$ cat src/rtl/msg_schdl_stream.sv
// Streaming SHA-2 message scheduler: a 16-word sliding window that emits one W[t] per
// output handshake. SHA_MODE selects SHA-256 (32b x 64 rounds) or SHA-512 (64b x 80 rounds).
module msg_schdl_stream #(
    parameter int unsigned SHA_MODE = 0
) (
    input  logic                                   clk,
    input  logic                                   reset,
    input  logic                                   i_msg_valid,
    output logic                                   o_msg_ready,
    input  logic [16*((SHA_MODE == 1) ? 64 : 32)-1:0] i_msg,
    input  logic                                   i_abort,
    output logic                                   o_w_valid,
    input  logic                                   i_w_ready,
    output logic [((SHA_MODE == 1) ? 64 : 32)-1:0]    o_w,
    output logic [6:0]                             o_w_idx,
    output logic                                   o_last,
    output logic                                   o_busy
);

    localparam int unsigned WORD_W  = (SHA_MODE == 1) ? 64 : 32;
    localparam int unsigned ROUNDS  = (SHA_MODE == 1) ? 80 : 64;
    localparam int unsigned MSG_SIZ = 16 * WORD_W;
    localparam int unsigned IDX_W   = 7;

    localparam int unsigned S0_RA = (SHA_MODE == 1) ? 1  : 7;
    localparam int unsigned S0_RB = (SHA_MODE == 1) ? 8  : 18;
    localparam int unsigned S0_SH = (SHA_MODE == 1) ? 7  : 3;
    localparam int unsigned S1_RA = (SHA_MODE == 1) ? 19 : 17;
    localparam int unsigned S1_RB = (SHA_MODE == 1) ? 61 : 19;
    localparam int unsigned S1_SH = (SHA_MODE == 1) ? 6  : 10;

    typedef enum logic [0:0] {StIdle, StRun} state_e;

    state_e             state_q;
    logic               ready_q;
    logic               valid_q;
    logic               last_q;
    logic [IDX_W-1:0]   idx_q;
    logic [WORD_W-1:0]  win_q [16];

    logic [WORD_W-1:0]  sig0;
    logic [WORD_W-1:0]  sig1;
    logic [WORD_W-1:0]  w_new;
    logic               tail;

    function automatic logic [WORD_W-1:0] rotr(input logic [WORD_W-1:0] x,
                                                input int unsigned n);
        return (x >> n) | (x << (WORD_W - n));
    endfunction

    always_comb begin
        sig0  = rotr(win_q[1], S0_RA) ^ rotr(win_q[1], S0_RB) ^ (win_q[1] >> S0_SH);
        sig1  = rotr(win_q[14], S1_RA) ^ rotr(win_q[14], S1_RB) ^ (win_q[14] >> S1_SH);
        w_new = sig1 + win_q[9] + sig0 + win_q[0];
        // Words beyond W[ROUNDS-1] are never emitted, so the window drains with zeros.
        tail  = idx_q >= IDX_W'(ROUNDS - 16);
    end

    always_ff @(posedge clk or posedge reset) begin
        if (reset) begin
            state_q <= StIdle;
            ready_q <= 1'b0;
            valid_q <= 1'b0;
            last_q  <= 1'b0;
            idx_q   <= '0;
            for (int k = 0; k < 16; k++) win_q[k] <= '0;
        end else if (i_abort) begin
            state_q <= StIdle;
            ready_q <= 1'b1;
            valid_q <= 1'b0;
            last_q  <= 1'b0;
            idx_q   <= '0;
            for (int k = 0; k < 16; k++) win_q[k] <= '0;
        end else begin
            unique case (state_q)
                StIdle: begin
                    ready_q <= 1'b1;
                    if (i_msg_valid && ready_q) begin
                        for (int k = 0; k < 16; k++) begin
                            win_q[k] <= i_msg[MSG_SIZ-1-k*WORD_W -: WORD_W];
                        end
                        idx_q   <= '0;
                        state_q <= StRun;
                        ready_q <= 1'b0;
                        valid_q <= 1'b1;
                        last_q  <= 1'b0;
                    end
                end
                StRun: begin
                    if (valid_q && i_w_ready) begin
                        for (int k = 0; k < 15; k++) win_q[k] <= win_q[k+1];
                        win_q[15] <= tail ? '0 : w_new;
                        if (idx_q == IDX_W'(ROUNDS - 1)) begin
                            state_q <= StIdle;
                            ready_q <= 1'b1;
                            valid_q <= 1'b0;
                            last_q  <= 1'b0;
                            idx_q   <= '0;
                        end else begin
                            idx_q  <= idx_q + 1'b1;
                            last_q <= (idx_q == IDX_W'(ROUNDS - 2));
                        end
                    end
                end
                default: state_q <= StIdle;
            endcase
        end
    end

    assign o_msg_ready = ready_q;
    assign o_w_valid   = valid_q;
    assign o_w         = win_q[0];
    assign o_w_idx     = idx_q;
    assign o_last      = last_q;
    assign o_busy      = (state_q == StRun);

endmodule
$ cat config.mk
export PLATFORM = sky130hd
export DESIGN_NAME = msg_schdl_stream
export DESIGN_NICKNAME = d
export VERILOG_FILES = /design/src/rtl/msg_schdl_stream.sv
export SDC_FILE = /design/constraint.sdc
export NUM_CORES = 2
export LEC_CHECK = 0
export BUFFER_PORTS_ARGS = -buffer_cell sky130_fd_sc_hd__clkbuf_2
export CAP_MARGIN = 20
export CORE_MARGIN = 10
export CORE_UTILIZATION = 30
export CTS_BUF_LIST = sky130_fd_sc_hd__clkbuf_4
export DETAILED_ROUTE_END_ITERATION = 10
export GPL_ROUTABILITY_DRIVEN = 0
export HOLD_SLACK_MARGIN = 0.12
export SYNTH_ARGS = -nofsm -noshare
export SYNTH_HDL_FRONTEND = slang
export SYNTH_SLANG_ARGS = --single-unit
$ cat constraint.sdc
create_clock -name clk -period 20 [get_ports clk]
set_clock_uncertainty 0.2 [all_clocks]
set_input_delay 2 -clock clk [delete_from_list [all_inputs] [get_ports clk]]
set_output_delay 2 -clock clk [all_outputs]
set_load 0.05 [all_outputs]
# == After elaboration in Yosys (flattened, before gate mapping) ==
# Cells that the tools add are included.
# word_totals
reg_bits,523
latch_bits,0
mem_bits_rw,0
romBits,0
out_inout_bits,43
mem_count,0
# op_classes
addsub,4
mul,0
div_mod_pow,0
magnitude_cmp,1
n_eq_ne,5
shifts,0
muxes,30
n_bitwise,9
reduce_logical,5
# ops
op,count
2-to-1 mux 512 bit,3
one-hot mux 512 bit (2 select lines),1
adder 32 bit,3
bitwise XOR 32 bit,2
2-to-1 mux 32 bit,1
bitwise OR 13 x 32 -> 32 bit,1
bitwise OR 14 x 32 -> 32 bit,1
bitwise OR 15 x 32 -> 32 bit,1
bitwise OR 25 x 32 -> 32 bit,1
bitwise XOR 32 x 22 -> 32 bit,1
bitwise XOR 32 x 29 -> 32 bit,1
2-to-1 mux 7 bit,4
2-to-1 mux 1 bit,16
== test 7 x 6 -> 1 bit (second input constant),2
one-hot mux 7 bit (2 select lines),1
one-hot mux 1 bit (2 select lines),4
adder 7 x 1 -> 7 bit (second input constant),1
greater-or-equal comparator 7 x 6 -> 1 bit (second input constant),1
!= test 3 x 2 -> 1 bit (second input constant),2
AND reduction 2 bit,2
!= test 3 bit (second input constant),1
AND reduction 3 bit,1
logical AND 1 bit,2
NOT 1 bit,1

# == Depth between registers and ports, before layout ==
# logic_depth
ltp_word,10
depth_mapped,18

# == Least setup slack after synthesis ==
# OpenSTA, ideal clock, no wires.
# synth_timing
path_type,register -> register
start,register win_q[456] (netlist bit)
end,register win_q[25] (netlist bit)
setup_ns,0.124
t_arrival_ns,4.040
required_ns,19.676
slack_ns,15.636
path_stages_with_launch,18
n_path_buf,1
cell_sequence,dfrtp_1 clkbuf_1 xor2_1 xnor2_1 fa_1 fa_1 inv_1 ha_1 inv_1 fa_1 nand2b_1 a211o_1 a31o_1 o21a_1 o21ai_1 a41o_1 a31oi_1 a211o_1
# synth_via
elab_chain_cells,9
elab_cells_between_ends,10
cone_classes,add/sub: 2; mux: 4; bitwise: 4
# synth_rtl
element,line_no,rtl
from (decl),39,logic [WORD_W-1:0] win_q [16];
"from (signal, indexed assignment)",80,win_q[k] <= i_msg[MSG_SIZ-1-k*WORD_W -: WORD_W];
bitwise OR 25 x 32 -> 32 bit or bitwise OR 14 x 32 -> 32 bit (tied branches),48,return (x >> n) | (x << (WORD_W - n));
bitwise XOR 32 bit,52,"sig0 = rotr(win_q[1], S0_RA) ^ rotr(win_q[1], S0_RB) ^ (win_q[1] >> S0_SH);"
bitwise XOR 32 x 29 -> 32 bit *,52,
adder 32 bit * (2 in a row),54,w_new = sig1 + win_q[9] + sig0 + win_q[0];
2-to-1 mux 32 bit *,92,win_q[15] <= tail ? '0 : w_new;
2-to-1 mux 512 bit *,90,if (valid_q && i_w_ready) begin
one-hot mux 512 bit (2 select lines) *,75,unique case (state_q)
2-to-1 mux 512 bit *,67,end else if (i_abort) begin
# Mark *: on every way between the ends. The rest lies on a longest branch, timed or not. The select of a mux whose other input is x is not followed.
# A chain may end at the register's enable or synchronous reset.

# == Worst setup path after layout ==
# layout_timing
start,input i_abort
end,register win_q[320] (netlist bit)
# layout_via
elab_chain_cells,2
elab_cells_between_ends,4
cone_classes,eq/ne: 2; mux: 1; reduce/logical: 1
# layout_rtl
element,line_no,rtl
from (decl),11,"input logic i_abort,"
!= test 3 bit (no line) or != test 3 x 2 -> 1 bit (tied branches),n/a,
AND reduction 2 bit (no line),n/a,
# Parallel ways exist; a longest one is shown, timed or not.

==> reports/results.env <==
SITE_ROW_COUNT=110
CP.ARRIVAL_PS=6100
SETUP_VIOLATIONS=0
MAX_SLEW_MARGIN=0.105
CTS_ROOT_BUF='clkbuf_4'
REGISTER_AREA_UM2=13100
DESIGN_AREA_UM2=32400
VIA_PER_INST=5.35
LEADING_POST_SYNTHESIS_CELLS_BY_INSTANCE_COUNT='nor2_1, dfrtp_1, a221oi_1, clkbuf_1, inv_1'
P_LEAK_nW=15.2
ANT_NETS=0
MAX-VDD-IR-DROP_mV=0.111
CRITICAL_PATH.MAX_FANOUT=99
FP.DIEAREA_UM2=103000
TIMING_WORST_SLEW_PIN_VALUE_PS=1340
CRITPATHKIND='in2reg'
CRITICAL_PATH.N_BUFFERS_INVERTERS=5
DRT-WIRELENGTH-PER-CELL_UM=26.0
YOSYSMOSTFREQUENTCELL='nor2_1'
NUMBER_OF_I_O_PINS=560
POST_CTS_RESIZED=0
MAX-CAP-VIOLATIONS=0
NETLIST_AREA_UM2=27200
GROUTE.USAGE.OVERALL=0.224
ASYNC_RESET_FF_FRAC=1.00
CLOCK_INSERTION_DELAY_WORST_SKEW_PS=1040
FIRST_PASS_GRT_WIRE_LENGTH_UM=170000
PLACEDCELLCOUNT=4346
SYN_NETS=3507
SYNTH-MAIN-FF-CELL='dfrtp_1'
FIN_WS_PS=14620
PROPORTION_OF_NETLIST_AREA_HELD_BY_THE_LARGEST_AREA_CONTRIBUTOR=0.481
FIRSTDRTPASSITERS=5
MAXIMUM_SINGLE_STAGE_DELAY_ON_THE_CRITICAL_PATH_PS=940
PIN_COUNT_OF_THE_BIGGEST_NET_ENTERING_GLOBAL_ROUTING=194
DETAILEDROUTE.FIRSTITERATIONVIOLATIONS=2475
RSZ0062_AT_GRT='no'
CRIT_SLOWEST_CELL='buf_4'
TIMING.CRITICAL_PATH.FROM_TYPE='input port'
FINALSETUPTNS_PS=0
SYNTH-SEQ-AREA-SHARE=0.481
CTS.CLK_SLEW.WORST_PATHS_PS=60
CTS.SINKS=523
POWER_DENSITY_nW_PER_UM2=161
SLEW_VIOL_FINAL=0
SYNTH_LARGEST_AREA_CELL='dfrtp_1'
PRE_CTS_SLACK_PS=13770
LAYOUT.NETS=3940
GRT_ANTENNA_BEFORE_REPAIR=27
TRITONCTS_CLOCK_TREE='done'
ENDPOINT_KIND='flip-flop'
POST_SYNTH_NUM_CELL_TYPES=56
POST_CTS_BUFFERS=0
SYNTH_ENABLE_FLOP_CELLS=0
FINAL_CORE_UTIL=0.360
TIMING.CRITICAL_PATH.CELLS='clkbuf_2 -> nor2_4 -> buf_4 -> buf_4 -> buf_4 -> buf_4 -> a221oi_1 -> nor2_1'
POST_ROUTE_CELLS_DRIVE_ABOVE_1_SHARE=0.241
FIRST_GLOBAL_VIAS=24600
CLASS_OF_THE_WORST_HOLD_PATH='reg2reg'
YOSYS_WARNINGS=0
DRT_WL_TOTAL_UM=120000
CORE_REGION_AREA_UM2=90000
YS_FF_LATCH=523
CTS_HTREE_LEVELS=4
CTS.HOLD.BUFFERS_ADDED=0
DETAIL_ROUTE.DRC_VIOLATIONS=0
CPLARGESTDELAYFAMILY='buffers and inverters'
DIE-WIDTH_UM=321
POST-ROUTE-PERIOD-UTIL=0.269
CRIT_TOP_CELL='buf_4'
WORSTPATHREQUIRED_PS=20720
SYN-INSTANCE-COUNT=2894
SYN_AREA_PER_CELL_UM2=9.39
SYNTHTOPCELLSBYAREA='dfrtp_1, a221oi_1, nor2_1, fa_1, clkbuf_1'
FIN_CRIT_PS=5380
FINISH.CELL_COUNT_WITHOUT_FILLERS=4610
RUN_STATUS='completed'
SYN2LAYOUT_AREA_GROWTH_PCT=19.1
PLACEMENT.CELL_AREA_UM2=30500
MULTI_INPUT_AREA_UM2=12400
FMAXACHIEVABLE_GHz=0.186
FILLERINSTANCES=9449
START_UTIL=0.302
FLOORPLAN.DIE.HEIGHT_UM=321
TRITONCTS_BUFFERS=154
PORTBUFFERS=559
ROUTE.VIAS.TOTAL=24700
MAX-CLOCK-PATH-BUFFERS=3
FINAL_HPWL_DP_UM=89000
GLOBALROUTE.TOTALOVERFLOW=0
REPORT.FINAL.HOLD_VIOL_COUNT=0
[flip-flops by register name, summed over array words and instances, names as in the netlist]
signal       count
o_busy           1
o_last           1
o_msg_ready      1
o_w             32
o_w_idx          7
o_w_valid        1
win_q          480
[where the power goes]
part	total (W)	internal (W)	switching, W
Combinational	0.00269	0.000994	0.00170
Clock	0.00102	0.000533	0.000491
Sequential	0.00150	0.00126	0.000236
[stage by stage]
stage               total power, W  hold slack (ps)
CTS                        0.00521              297
global placement           0.00412              275
floorplan                  0.00330              256
global route               0.00556              313
finish                     0.00521              303
detailed placement         0.00414              281
[layout make-up]
class / count / share of cell area
flip-flops and latches: 523 / 0.404
clock buffers: 210 / 0.0487
diodes: 17 / 0.00131
well taps: 1176 / 0.0454
multi-input cells: 1930 / 0.381
repair buffers: 587 / 0.0952
clock inverters: 36 / 0.00850
inverters: 131 / 0.0154
[cell usage in the layout (no fill, tap or decap), types with 3 or more instances in the layout]
cell type / count
nand2_1: 45
o22ai_1: 5
ha_1: 34
a221oi_1: 492
inv_1: 129
nor3_1: 6
clkbuf_2: 559
a41oi_1: 3
o21a_1: 4
nor2_1: 894
xnor2_1: 77
a21o_1: 7
clkbuf_4: 210
dfrtp_1: 523
o21bai_1: 9
and3_1: 14
bufinv_16: 4
o21ai_1: 18
clkinv_1: 21
nand3_1: 12
o21ai_0: 12
and2_1: 5
inv_2: 3
nand4_1: 3
xor2_1: 70
buf_4: 22
clkinv_4: 3
fa_1: 62
a21oi_1: 108
buf_12: 6
a31oi_1: 8
nand2b_1: 5
diode_2: 17
[tightest hold or removal path, delay by kind of cell (launching register included)]
kind	cells	cell delay [ps]
AO/OA/AOI/OAI	2	120
flip-flops	1	340
[metal layers]
metal / vias up / part of all wire / GRT usage
met4: 28 / 0.035 / 0.0925
met1: 12200 / 0.42 / 0.284
li1: 11100 / - / -
met3: 212 / 0.084 / 0.0684
met5: - / 0.0017 / 0
met2: 1089 / 0.46 / 0.351
[worst paths after layout]
| path | end | slack, ps | cells after the start | from |
|---|---|---|---|---|
| setup reg to reg | win_q[25] | 14850 | 16 | win_q[467] |
| setup / recovery | win_q[320] | 14620 | 8 | i_abort |
| max in group asynchronous | win_q[161] | 15680 | 5 | reset |
| hold / removal | win_q[21] | 300 | 2 | win_q[21] |
| min in group asynchronous | win_q[443] | 920 | 2 | reset |
| hold reg to reg | win_q[21] | 300 | 2 | win_q[21] |
[cell families (layout without fill, tap and decap cells)]
family | Yosys count | count (layout) | share of synthesized area
xor+xnor | 147 | 147 | 0.0474
flops | 523 | 523 | 0.481
simple gates | 997 | 997 | 0.142
buf+inv | 441 | 964 | 0.0657
mux | 1 | 1 | 0.000414
compound gates | 689 | 689 | 0.201
other cells | 0 | 17 | 0
fa+ha+maj | 96 | 96 | 0.0613
Note: power is estimated with default switching activity, not from simulation.
